`config.mk`:
```
export PLATFORM = sky130hd
export DESIGN_NAME = vc_output_port
export DESIGN_NICKNAME = d
export VERILOG_FILES = /design/src/rtl/noc_pkg.sv /design/src/rtl/vc_fifo.sv /design/src/rtl/vc_output_port.sv
export SDC_FILE = /design/constraint.sdc
export NUM_CORES = 1
export LEC_CHECK = 0
export BUFFER_PORTS_ARGS = -buffer_cell sky130_fd_sc_hd__buf_2
export CAP_MARGIN = 20
export CORE_MARGIN = 3
export CORE_UTILIZATION = 57
export CTS_BUF_LIST = sky130_fd_sc_hd__clkbuf_16
export CTS_CLUSTER_DIAMETER = 40
export DETAILED_ROUTE_END_ITERATION = 16
export PLACE_DENSITY = 0.76
export SLEW_MARGIN = 20
export SYNTH_ARGS = -nofsm -noshare
export SYNTH_HDL_FRONTEND = slang
export SYNTH_SLANG_ARGS = --single-unit
```
`constraint.sdc`:
```
create_clock -name clk -period 6.85 [get_ports clk]
set_input_delay 0 -clock clk [delete_from_list [all_inputs] [get_ports clk]]
set_output_delay 0 -clock clk [all_outputs]
set_load 0.01 [all_outputs]
```
`src/rtl/noc_pkg.sv`:
```
// rtl/noc_pkg.sv - shared NoC router constants and arbiter state type
package noc_pkg;

  localparam int PORT_N = 0;
  localparam int PORT_S = 1;
  localparam int PORT_E = 2;
  localparam int PORT_W = 3;
  localparam int PORT_L = 4;

  localparam int DEFAULT_DATA_W = 32;

  typedef enum logic {
    ARB_IDLE,
    ARB_LOCKED
  } arb_state_e;

endpackage

```
`src/rtl/vc_fifo.sv`:
```
// rtl/vc_fifo.sv - per-input virtual-channel FIFO, head visible at rd_data
module vc_fifo #(
  parameter int W     = 33,
  parameter int DEPTH = 4,
  localparam int AW   = $clog2(DEPTH),
  localparam int CW   = $clog2(DEPTH + 1)
) (
  input  logic          clk,
  input  logic          rst,
  input  logic          wr_en,
  input  logic [W-1:0]  wr_data,
  input  logic          rd_en,
  output logic [W-1:0]  rd_data,
  output logic          full,
  output logic          empty,
  output logic [CW-1:0] count
);

  logic [W-1:0]  mem_q [DEPTH];
  logic [AW-1:0] wr_ptr_q, rd_ptr_q;
  logic [CW-1:0] count_q;
  logic          do_wr, do_rd;

  assign full    = (count_q == CW'(DEPTH));
  assign empty   = (count_q == '0);
  assign count   = count_q;
  assign rd_data = mem_q[rd_ptr_q];

  // Full refuses writes even when popped in the same cycle: no bypass path.
  assign do_wr = wr_en && !full;
  assign do_rd = rd_en && !empty;

  always_ff @(posedge clk) begin
    if (do_wr) begin
      mem_q[wr_ptr_q] <= wr_data;
    end
  end

  always_ff @(posedge clk) begin
    if (rst) begin
      wr_ptr_q <= '0;
      rd_ptr_q <= '0;
      count_q  <= '0;
    end else begin
      if (do_wr) wr_ptr_q <= wr_ptr_q + 1'b1;
      if (do_rd) rd_ptr_q <= rd_ptr_q + 1'b1;
      count_q <= count_q + CW'(do_wr) - CW'(do_rd);
    end
  end

endmodule

```
`src/rtl/vc_output_port.sv`:
```
// rtl/vc_output_port.sv - NoC output port: per-input VC FIFOs, round-robin
// wormhole arbiter and a registered valid/ready output link
module vc_output_port
  import noc_pkg::*;
#(
  parameter int DATA_W    = DEFAULT_DATA_W,
  parameter int NUM_IN    = 5,
  parameter int VC_DEPTH  = 4,
  parameter int LOCAL_IDX = NUM_IN - 1,
  parameter int PRIO_MODE = 1,
  localparam int CW       = $clog2(VC_DEPTH + 1),
  localparam int IW       = $clog2(NUM_IN)
) (
  input  logic                     clk,
  input  logic                     rst,
  input  logic [NUM_IN*DATA_W-1:0] in_data,
  input  logic [NUM_IN-1:0]        in_last,
  input  logic [NUM_IN-1:0]        in_valid,
  output logic [NUM_IN-1:0]        in_ready,
  output logic [DATA_W-1:0]        out_data,
  output logic                     out_last,
  output logic                     out_valid,
  input  logic                     out_ready,
  output logic [NUM_IN*CW-1:0]     vc_count
);

  logic [NUM_IN-1:0] full, empty, pop, req;
  logic [DATA_W:0]   head [NUM_IN];

  arb_state_e        state_q;
  logic [IW-1:0]     ptr_q, owner_q;
  logic [DATA_W-1:0] out_data_q;
  logic              out_last_q, out_valid_q;

  logic              load, sel_valid;
  logic [IW-1:0]     sel_idx;
  logic [DATA_W:0]   sel_flit;

  for (genvar g = 0; g < NUM_IN; g++) begin : g_vc
    assign in_ready[g] = !full[g] && !rst;

    vc_fifo #(
      .W     (DATA_W + 1),
      .DEPTH (VC_DEPTH)
    ) u_fifo (
      .clk     (clk),
      .rst     (rst),
      .wr_en   (in_valid[g] && in_ready[g]),
      .wr_data ({in_last[g], in_data[g*DATA_W +: DATA_W]}),
      .rd_en   (pop[g]),
      .rd_data (head[g]),
      .full    (full[g]),
      .empty   (empty[g]),
      .count   (vc_count[g*CW +: CW])
    );
  end

  assign load = !out_valid_q || out_ready;

  // Downward scan so the port closest after the pointer is the last, winning, hit.
  always_comb begin
    req = ~empty;
    if (PRIO_MODE != 0 && (req & ~(NUM_IN'(1) << LOCAL_IDX)) != '0) begin
      req[LOCAL_IDX] = 1'b0;
    end
    sel_valid = 1'b0;
    sel_idx   = '0;
    if (state_q == ARB_LOCKED) begin
      sel_valid = !empty[owner_q];
      sel_idx   = owner_q;
    end else begin
      for (int k = NUM_IN; k >= 1; k--) begin
        if (req[(int'(ptr_q) + k) % NUM_IN]) begin
          sel_valid = 1'b1;
          sel_idx   = IW'((int'(ptr_q) + k) % NUM_IN);
        end
      end
    end
  end

  assign sel_flit = head[sel_idx];

  always_comb begin
    pop = '0;
    if (load && sel_valid) pop[sel_idx] = 1'b1;
  end

  always_ff @(posedge clk) begin
    if (rst) begin
      state_q     <= ARB_IDLE;
      ptr_q       <= IW'(NUM_IN - 1);
      owner_q     <= '0;
      out_data_q  <= '0;
      out_last_q  <= 1'b0;
      out_valid_q <= 1'b0;
    end else if (load) begin
      if (sel_valid) begin
        out_data_q  <= sel_flit[DATA_W-1:0];
        out_last_q  <= sel_flit[DATA_W];
        out_valid_q <= 1'b1;
        if (sel_flit[DATA_W]) begin
          state_q <= ARB_IDLE;
          ptr_q   <= sel_idx;
        end else begin
          state_q <= ARB_LOCKED;
          owner_q <= sel_idx;
        end
      end else begin
        out_valid_q <= 1'b0;
      end
    end
  end

  assign out_data  = out_data_q;
  assign out_last  = out_last_q;
  assign out_valid = out_valid_q;

endmodule

```
==> impl_metrics.env <==
export IMPL_synth_cell_types=82
export IMPL_ys_ff_latch=746
export IMPL_cts_sinks=746
export IMPL_final_cells=2903
export IMPL_crit_path_max_incr_delay_ns=0.58
export IMPL_rsz0062_at_grt="no"
export IMPL_dp_hpwl_um=48110
export IMPL_dr_pass1_iters=5
export IMPL_pin_count=227
export IMPL_fin_nets=2357
export IMPL_dp_cells=2545
export IMPL_cts_buffers_inserted=96
export IMPL_synth_top_flop_cell="edfxtp_1"
export IMPL_h_tree_depth=3
export IMPL_via_per_inst=6.088
export IMPL_critPathKind="flop to flop"
export IMPL_num_fill_cells=3284
export IMPL_wl_per_cell_um=26.15
export IMPL_antenna_found_initial=12
export IMPL_dieArea_sq_mm=0.05681
export IMPL_drtIter0Drc=1563
export IMPL_clkLatencyLatePin_ns=0.64
export IMPL_finalSetupViolCount=0
export IMPL_synth_nets=1915
export IMPL_numPortBuffers=226
export IMPL_clockBufferDepth=3
export IMPL_crit_path_max_fanout=60
export IMPL_drv_slew=0
export IMPL_crit_arrival_ns=6.97
export IMPL_grt_pass1_wl_um=115700
export IMPL_grt_pass1_vias=18450
export IMPL_power_internal_mw=10.45
export IMPL_critPathLaunchType="flop"
export IMPL_tightestPinTransition_ns=1.079
export IMPL_hp_class="primary input to flop"
export IMPL_die_h_um=238.4
export IMPL_crit_top_cell="ha_1"
export IMPL_met3_length_um=6148
export IMPL_seqPwrFrac_pct=35.1
export IMPL_p_comb_share_pct=33.1
export IMPL_grt_max_degree=61
export IMPL_timing_hold_ws_ns=0.1169
export IMPL_final_hold_violation_count=0
export IMPL_wl_met2_um=37300
export IMPL_maxCapViolations=0
export IMPL_initial_core_util_pct=58.09
export IMPL_crit_slowest_cell="mux2i_1"
export IMPL_ant_nets=0
export IMPL_irDropWorstVdd_mv=0.8159
export IMPL_swShare_pct=33.70
export IMPL_fin_crit_sh_pct=94.31
export IMPL_synth_most_common_cell="edfxtp_1"
export IMPL_p_leak_nw=13.43
export IMPL_dp_slack_ns=0.5457
export IMPL_num_vias=17670
export IMPL_drive_gt1_share_pct=28.69
export IMPL_yosysSeqAreaShare_pct=70.00
export IMPL_drt_wl_total_um=75920
export IMPL_syn_inst=1685
export IMPL_setup_ws_ns=0.3895
export IMPL_core_sq_mm=0.05297
export IMPL_powerDensity_mw_per_mm2=418.6
export IMPL_yosys_warnings=0
export IMPL_cts_tree="yes"
export IMPL_crit_path_end_kind="flop"
export IMPL_yosysTopAreaCell="edfxtp_1"
export IMPL_synth_top_area_share_pct=64.40
export IMPL_power_clock_fraction_pct=31.8
export IMPL_final_min_clock_period_ns=6.460
export IMPL_grt_ovfl_total=0
export IMPL_crit_buf_inv=2
export IMPL_grt_usage_pct=27.44
export IMPL_avgSynthCellArea_sq_um=18.26
export IMPL_cp_top_family="compound AO/OA/AOI/OAI gates"
export IMPL_place_gp_congestion=0.8733
export IMPL_async_flop_share_pct=0
export IMPL_cp_cell_sequence="ha_1 -> xor2_2 -> ha_1 -> nor2_1 -> a211o_1 -> and2_1 -> ha_1 -> inv_1 -> mux4_2 -> a21oi_1 -> mux2_1 -> nor4_1 -> o32ai_1 -> a211oi_4 -> buf_12 -> mux2i_1 -> mux2i_1 -> and2_1 -> o41ai_2"
export IMPL_cp_required_ns=7.36
export IMPL_power_switching_mw=5.313
export IMPL_clk_pin_slew_ns=0.05
export IMPL_max_freq_ghz=0.1548
export IMPL_setup_tns_final_ns=0
export IMPL_synth_area_sq_mm=0.03077
export IMPL_fin_worst_skew_ns=0.01987
export IMPL_highest_layer="met5"
export IMPL_ys_top_cells_by_count="660 x edfxtp_1, 170 x mux4_2, 105 x mux2i_1"
export IMPL_slew_headroom_pct=27.54
export IMPL_cts_root_buffer="clkbuf_16"
export IMPL_status="finished clean"
export IMPL_drc=0
export IMPL_final_core_util_pct=71.09
export IMPL_die_x_um=238.4
export IMPL_ys_top_cells_by_area="edfxtp_1 64%, mux4_2 12%, dfxtp_1 5.6%, mux2i_1 3.4%, ha_1 2.1%"
export IMPL_row_count=84
export IMPL_wl_met1_um=30190
export IMPL_area_growth_pct=22.37
export IMPL_synth_edff_count=660
[through the flow]
| step | power (mW) | instance area (sq um) |
|---|---|---|
| 2_1_floorplan | 9.282 | 30770 |
| 3_3_place_gp | 10.57 | 32650 |
| 3_5_place_dp | 10.64 | 32650 |
| 4_1_cts | 15.77 | 37620 |
| 5_1_grt | 16.46 | 37650 |
| 6_report | 15.76 | 37660 |
[kinds of logic after synthesis]
kind of cell,count (synthesis),synth area share [%]
buf+inv,151,2.269
simple gates,273,4.623
flops,746,70.00
xor+xnor,31,0.9311
fa+ha+maj,57,2.440
mux,277,15.93
compound gates,150,3.810
[final timing paths]
kind | start | slack [ns] | cells after the start | to
worst max-delay path | ptr_q[1] | 0.39 | 19 | ptr_q[0]
worst min-delay path | in_data[112] | 0.12 | 2 | g_vc[3].u_fifo.mem_q[2][16]
worst max register to register | ptr_q[1] | 0.39 | 19 | ptr_q[0]
worst min register to register | out_data[0] | 0.52 | 2 | out_data[0]
[registers in the layout, summed over array words and instances (netlist names), named ones only]
signal / flops
out_data: 32
g_vc.u_fifo.wr_ptr_q: 10
out_last: 1
ptr_q: 3
g_vc.u_fifo.mem_q: 660
g_vc.u_fifo.rd_ptr_q: 10
out_valid: 1
state_q: 1
owner_q: 3
g_vc.u_fifo.count: 15
[timing repair]
item / 4_1_cts / 5_1_grt
gates resized for setup: 0 / 2
hold buffers: 172 / 0
setup endpoints to repair: 0 / 5
buffers inserted: 0 / 0
hold endpoints to repair: 701 / 0
[cells in the final DEF, fill, tap and decap left out, types with 30 or more instances in the layout]
master and count:
a221oi_1 34, buf_2 225, buf_4 43, clkbuf_16 98, dfxtp_1 81, dlygate4sd3_1 172, edfxtp_1 660, ha_1 52
inv_1 66, mux2i_1 105, mux4_2 170, nand2_1 30, nor2_1 89, nor3_1 41
[power by group through the flow]
| stage | registers (mW) | clock network, mW | logic (mW) |
|---|---|---|---|
| final | 5.53 | 5.01 | 5.22 |
| after global routing | 5.55 | 5.29 | 5.61 |
| after global placement | 5.59 | 0 | 4.98 |
| after CTS | 5.52 | 5.06 | 5.18 |
| after floorplan | 5.55 | 0 | 3.73 |
| after detailed placement | 5.61 | 0 | 5.03 |
[cell type report]
type | count | area, sq um | area share (%)
Sequential cell | 746 | 21550 | 57.22
Multi-Input combinational cell | 788 | 8581 | 22.79
Timing Repair Buffer | 441 | 3191 | 8.473
Clock buffer | 98 | 2452 | 6.512
Tap cell | 688 | 860.8 | 2.286
Clock inverter | 79 | 799.5 | 2.123
Inverter | 54 | 202.7 | 0.5383
Antenna cell | 9 | 22.52 | 0.05981
[metal layers]
metal  global-route usage, %  vias up
met3                   5.837      131
met2                   44.17      789
met4                   9.071        4
met5                       0        -
met1                   38.14     9037
li1                        -     7712
[worst register-to-register path: stages (launching register included)]
cell and delay, ns:
dfxtp_1 0.54, ha_1 0.46, xor2_2 0.36, ha_1 0.28, nor2_1 0.08, a211o_1 0.30
and2_1 0.23, ha_1 0.29, inv_1 0.06, mux4_2 0.35, a21oi_1 0.07, mux2_1 0.35
nor4_1 0.33, o32ai_1 0.22, a211oi_4 0.55, buf_12 0.45, mux2i_1 0.65, mux2i_1 0.19
and2_1 0.24, o41ai_2 0.35
(Power assumes the default switching activity.)
